==> src/rtl/btb_update_scheduler.sv <==
//==============================================================================
// Module      : btb_update_scheduler
// Description : Arbitrates the single BTB address port between fetch reads and
//               buffered, index-coalesced decode target updates.
//               Optional macro: BTB_BYPASS_EN (forward pending targets to fetch).
// Revision    : 1.0 - initial release
//==============================================================================
`default_nettype none

module btb_update_scheduler #(
    parameter int DEPTH = 4,
    parameter int CNT_W = 3
) (
    input  logic             clk,
    input  logic             rst,
    input  logic             fetch_req,
    input  logic [3:0]       fetch_pc,
    input  logic             upd_valid,
    input  logic [3:0]       upd_pc,
    input  logic [15:0]      upd_target,
    output logic             upd_ready,
    input  logic [15:0]      btb_rdata,
    output logic [3:0]       btb_addr,
    output logic             btb_wen,
    output logic [15:0]      btb_wdata,
    output logic             btb_enable,
    output logic [15:0]      pred_target,
    output logic             fetch_hold,
    output logic [CNT_W-1:0] pend_count
);

    localparam int               c_PTR_W = $clog2(DEPTH);
    localparam logic [CNT_W-1:0] c_FULL  = CNT_W'(DEPTH);

    localparam logic [1:0] c_IDLE  = 2'd0;
    localparam logic [1:0] c_DRAIN = 2'd1;
    localparam logic [1:0] c_FORCE = 2'd2;

    logic [3:0]         r_pc  [DEPTH];
    logic [15:0]        r_tgt [DEPTH];
    logic [c_PTR_W-1:0] r_rd_ptr;
    logic [c_PTR_W-1:0] r_wr_ptr;
    logic [CNT_W-1:0]   r_count;
    logic [1:0]         r_state;

    logic [c_PTR_W-1:0] w_age [DEPTH];
    logic [DEPTH-1:0]   w_valid;
    logic               w_wslot;
    logic               w_hit;
    logic [c_PTR_W-1:0] w_hit_idx;
    logic [c_PTR_W-1:0] w_hit_age;
    logic               w_not_full;
    logic               w_push;
    logic               w_coal;
    logic [CNT_W-1:0]   w_count_next;
    logic [1:0]         w_state_next;
    logic [3:0]         w_head_pc;
    logic [15:0]        w_head_tgt;

    // Age 0 is the head; an entry is live when its age is below the count.
    always_comb begin
        for (int i = 0; i < DEPTH; i++) begin
            w_age[i]   = c_PTR_W'(i) - r_rd_ptr;
            w_valid[i] = CNT_W'(w_age[i]) < r_count;
        end
    end

    assign w_wslot    = !rst && (r_state != c_IDLE) && (!fetch_req || r_state == c_FORCE);
    assign w_head_pc  = r_pc[r_rd_ptr];
    assign w_head_tgt = r_tgt[r_rd_ptr];

    // Youngest live match, ignoring a head that leaves the FIFO this cycle.
    always_comb begin
        w_hit     = 1'b0;
        w_hit_idx = '0;
        w_hit_age = '0;
        for (int i = 0; i < DEPTH; i++) begin
            if (w_valid[i] && (r_pc[i] == upd_pc) &&
                !(w_wslot && (c_PTR_W'(i) == r_rd_ptr)) &&
                (!w_hit || (w_age[i] > w_hit_age))) begin
                w_hit     = 1'b1;
                w_hit_idx = c_PTR_W'(i);
                w_hit_age = w_age[i];
            end
        end
    end

    assign w_not_full   = r_count < c_FULL;
    assign upd_ready    = rst || w_not_full || w_hit;
    assign w_push       = !rst && upd_valid && !w_hit && w_not_full;
    assign w_coal       = !rst && upd_valid && w_hit;
    assign w_count_next = r_count + CNT_W'(w_push) - CNT_W'(w_wslot);

    always_comb begin
        w_state_next = c_DRAIN;
        if (w_count_next == '0) begin
            w_state_next = c_IDLE;
        end else if (w_count_next == c_FULL) begin
            w_state_next = c_FORCE;
        end
    end

    always_ff @(posedge clk) begin
        if (rst) begin
            r_rd_ptr <= '0;
            r_wr_ptr <= '0;
            r_count  <= '0;
            r_state  <= c_IDLE;
        end else begin
            if (w_push) begin
                r_wr_ptr <= r_wr_ptr + 1'b1;
            end
            if (w_wslot) begin
                r_rd_ptr <= r_rd_ptr + 1'b1;
            end
            r_count <= w_count_next;
            r_state <= w_state_next;
        end
    end

    // Payload storage needs no reset: liveness comes from the pointers and count.
    always_ff @(posedge clk) begin
        if (w_push) begin
            r_pc[r_wr_ptr]  <= upd_pc;
            r_tgt[r_wr_ptr] <= upd_target;
        end
        if (w_coal) begin
            r_tgt[w_hit_idx] <= upd_target;
        end
    end

    assign btb_addr   = w_wslot ? w_head_pc : fetch_pc;
    assign btb_wen    = w_wslot;
    assign btb_wdata  = w_head_tgt;
    assign btb_enable = !rst;
    assign fetch_hold = !rst && (r_state == c_FORCE) && fetch_req;
    assign pend_count = r_count;

`ifdef BTB_BYPASS_EN
    logic        w_byp_hit;
    logic [15:0] w_byp_tgt;
    logic [c_PTR_W-1:0] w_byp_age;

    // The popping head still counts: its write lands only at the clock edge.
    always_comb begin
        w_byp_hit = 1'b0;
        w_byp_tgt = '0;
        w_byp_age = '0;
        for (int i = 0; i < DEPTH; i++) begin
            if (w_valid[i] && (r_pc[i] == fetch_pc) &&
                (!w_byp_hit || (w_age[i] > w_byp_age))) begin
                w_byp_hit = 1'b1;
                w_byp_tgt = r_tgt[i];
                w_byp_age = w_age[i];
            end
        end
    end

    assign pred_target = (fetch_req && w_byp_hit) ? w_byp_tgt : btb_rdata;
`else
    assign pred_target = btb_rdata;
`endif

endmodule

`default_nettype wire
==> config.mk <==
export PLATFORM = sky130hd
export DESIGN_NAME = btb_update_scheduler
export DESIGN_NICKNAME = d
export VERILOG_FILES = /design/src/rtl/btb_update_scheduler.sv
export SDC_FILE = /design/constraint.sdc
export NUM_CORES = 1
export LEC_CHECK = 0
export CAP_MARGIN = 10
export CORE_UTILIZATION = 41
export CTS_BUF_LIST = sky130_fd_sc_hd__clkbuf_16
export DETAILED_ROUTE_END_ITERATION = 10
export PLACE_DENSITY = 0.75
export SETUP_SLACK_MARGIN = 0.2
export SLEW_MARGIN = 20
export SYNTH_ARGS = -nofsm -noshare
export SYNTH_HDL_FRONTEND = slang
export SYNTH_SLANG_ARGS = --single-unit
==> constraint.sdc <==
create_clock -name clk -period 6.55 [get_ports clk]
set_clock_uncertainty 0.15 [all_clocks]
set_input_delay 0.9825 -clock clk [delete_from_list [all_inputs] [get_ports clk]]
set_output_delay 0.9825 -clock clk [all_outputs]
set_load 0.02 [all_outputs]
==> results_dict.tcl, run 1 <==
set metrics [dict create \
    fin_setup_tns_ns 0 \
    wl_um 7840 \
    maxSlewViolCount 0 \
    synth_edf_count 80 \
    postCtsSetupBuffers 0 \
    cts_max_path_buffers 2 \
    critical_path_end_type "register" \
    finish.cell_count_without_fillers 449 \
    r2r-end "r_tgt[2][13]" \
    tritoncts_num_sinks 91 \
    worst_pin_slew_ns 1.05 \
    worst_r2r_startpoint "r_rd_ptr[0]" \
    setup-violations-final 0 \
    clk_pin_slew_worst_paths_ns 0.06 \
    final_nets 376 \
    n_fill_cell 845 \
    io_pins 87 \
    timing.final.crit_period_ns 5.75 \
    fmaxAchievable_ghz 0.174 \
    dp.final_hpwl_um 5510 \
    postSynth.asyncResetShare_pct 0 \
    worst_slew_margin_relative_to_its_limit_pct 29.7 \
    die-width_um 104 \
    routed_via_density 5.15 \
    run_status "complete, no violations" \
    cp.arrival_ns 5.62 \
    total_routing_usage_reported_by_global_routing_pct 15.9 \
    finalHoldWorstSlack_ns 0.436 \
    crit_path_max_fanout 16 \
    reg2regPathDepth 21 \
    startpoint "rst" \
    worst_min_delay_path_category "register to register" \
    post_route_cells_drive_above_1_share_pct 15.8 \
    final_std_cell_area_no_fill_um2 5090 \
    setup.worst_path.start_class "input pin" \
    cts-buffers-inserted 9 \
    dpl.cell_count 435 \
    static-leakage-power_nw 1.68 \
    yosysWarningCount 0 \
    layout_worst_path_cycle_share_pct 87.8 \
    floorplan.die_area_um2 10800 \
    postSynthCellCount 268 \
    criticalPathCategory "input pin to register" \
    design.core.area_um2 9910 \
    synth_area_per_cell_um2 15.8 \
    cts_tree "done" \
    maxCapViolations 0 \
    via_count 2314 \
    cts_resized 0 \
    grt_overflow_total 0 \
    initial_utilization_pct 42.8 \
    routedWlPerCell_um 17.5 \
    placement_rows 36 \
    areaGrowthSynthToFinish_pct 20.0 \
    cts-htree-levels 3 \
    pwr_per_cell_area_nw_per_um2 343 \
    dieHeight_um 104 \
    crit_required_ns 6.42 \
    cts-hold-fix-buffers 0 \
    peakVddDrop_uv 180 \
    placed_cell_area_um2 4830 \
    synth.lib_cells_used.distinct 43 \
    synth_fp_nets 331 \
    rsz_0062_raised_after_global_routing "false" \
    initial_antenna_violation_count 0 \
    grt_pass1_vias 2508 \
    root_buffer "sky130_fd_sc_hd__clkbuf_16" \
    most-common-layout-cells "80 x sky130_fd_sc_hd__edfxtp_1, 54 x sky130_fd_sc_hd__clkdlybuf4s50_1, 20 x sky130_fd_sc_hd__mux4_2, 18 x sky130_fd_sc_hd__ha_1, 15 x sky130_fd_sc_hd__xnor2_1" \
    worst_skew_pair.late_latency_ns 0.34 \
    first_pass_grt_wire_length_um 12700 \
    synth.yosys.seq_area_share_pct 61.8 \
    drtAntennaViolNets 0 \
    post-route-drc-count 0 \
    yosys_register_bits 91 \
    reg2reg_setup_slack_ns 1.08 \
    drt_iter0_drc 101 \
    dominantRegCellSynth "sky130_fd_sc_hd__edfxtp_1" \
    drt_pre_antenna_iters 4 \
    maximum_number_of_pins_on_one_net_before_global_route_repair 21 \
    timing_endpoint_of_the_critical_path "r_tgt[2][13]" \
    io_buffers 54 \
    finalWeightedCongestion 0.828 \
    layout_commonest_cell "sky130_fd_sc_hd__edfxtp_1" \
    n_antenna_cell 0 \
    hold_violations 0 \
    synth.cell_area_um2 4240 \
]
[worst min-delay path by stage]
stage	depth (start not counted)	to	startpoint	slack (ns)
after CTS	1	r_wr_ptr[0]	r_wr_ptr[0]	0.44
after global placement	1	r_wr_ptr[0]	r_wr_ptr[0]	0.42
after global routing	2	r_wr_ptr[0]	r_wr_ptr[0]	0.50
final	1	r_wr_ptr[0]	r_wr_ptr[0]	0.44
after detailed placement	1	r_wr_ptr[0]	r_wr_ptr[0]	0.43
after floorplan	1	r_wr_ptr[0]	r_wr_ptr[0]	0.36
[routing by layer]
layer | track usage (%) | vias up | part of all wire (%)
met5 | 0 | - | 0
met2 | 27.2 | 55 | 51
met3 | 4.78 | 15 | 4.7
met4 | 7.96 | 0 | 2.1
met1 | 18.1 | 1149 | 43
li1 | - | 1095 | -
[power breakdown]
| group | total, W | switching (W) | leakage (nW) | internal [W] |
|---|---|---|---|---|
| clock | 0.000445 | 0.000194 | 0.122 | 0.000251 |
| sequential | 0.000748 | 0.0000512 | 0.816 | 0.000697 |
| combinational | 0.000553 | 0.000277 | 0.739 | 0.000276 |
[cells by family after synthesis]
logic type	count (synthesis)	share of synthesized area, %
buffers and inverters	39	5.10
AOI/OAI and AO/OA	32	5.43
adders and majority gates	19	5.78
DFF	91	61.8
and+or+nand+nor	39	4.93
xor gates and xnor gates	19	3.92
muxes	29	13.0
[per-stage QoR]
step,total power [W],util [%],setup slack [ns]
global route,0.00184,51.3,0.415
detailed placement,0.00132,48.7,0.467
CTS,0.00177,51.3,0.805
finish,0.00175,51.3,0.799
floorplan,0.00113,-,0.897
global placement,0.00131,48.7,0.632
[worst max-delay path, cell delays in order]
cell and delay [ns]:
sky130_fd_sc_hd__clkdlybuf4s50_1 0.72, sky130_fd_sc_hd__inv_2 0.11, sky130_fd_sc_hd__o21a_1 0.30, sky130_fd_sc_hd__a211o_2 0.46, sky130_fd_sc_hd__o21a_1 0.19, sky130_fd_sc_hd__a22oi_1 0.23, sky130_fd_sc_hd__ha_1 0.29, sky130_fd_sc_hd__a21oi_1 0.13
sky130_fd_sc_hd__a21oi_1 0.07, sky130_fd_sc_hd__a21oi_1 0.16, sky130_fd_sc_hd__or2_1 0.20, sky130_fd_sc_hd__mux2_2 0.35, sky130_fd_sc_hd__ha_1 0.28, sky130_fd_sc_hd__nor2b_1 0.13, sky130_fd_sc_hd__o21ai_0 0.14, sky130_fd_sc_hd__o21ai_1 0.12
sky130_fd_sc_hd__or3_1 0.36, sky130_fd_sc_hd__a21boi_2 0.13, sky130_fd_sc_hd__buf_4 0.27
[cell usage after synthesis (all sizes together) (5+ instances only)]
master | count | share of area [%]
a211o | 5 | 1.1
a21oi | 8 | 0.94
buf | 22 | 3.6
dfxtp | 11 | 5.2
edfxtp | 80 | 57
ha | 18 | 5.3
inv | 14 | 1.2
mux2 | 8 | 2.1
mux4 | 20 | 11
nor2 | 9 | 0.80
nor2b | 7 | 1.0
xnor2 | 15 | 3.1
[final cells by class]
| class | instances | area, µm² | share of cell area [%] |
|---|---|---|---|
| Sequential cell | 91 | 2620 | 51.5 |
| Multi-Input combinational cell | 138 | 1410 | 27.7 |
| Timing Repair Buffer | 59 | 578 | 11.4 |
| Clock buffer | 9 | 225 | 4.43 |
| Tap cell | 133 | 166 | 3.27 |
| Inverter | 14 | 52.6 | 1.03 |
| Clock inverter | 5 | 32.5 | 0.639 |
[registers in the layout, indices dropped and copies added (netlist names), named ones only]
register / cells
r_tgt: 64
r_pc: 16
pend_count: 3
r_rd_ptr: 2
r_state: 2
r_wr_ptr: 2
(Power assumes the default switching activity.)
==> run 2, diff against run 1 <==
- SKIP_LAST_GASP: not set -> 1
- TNS_END_PERCENT: not set -> 100
==> results of run 2 <==
No change in the layout: final DEF, timing and power equal those of run 1.
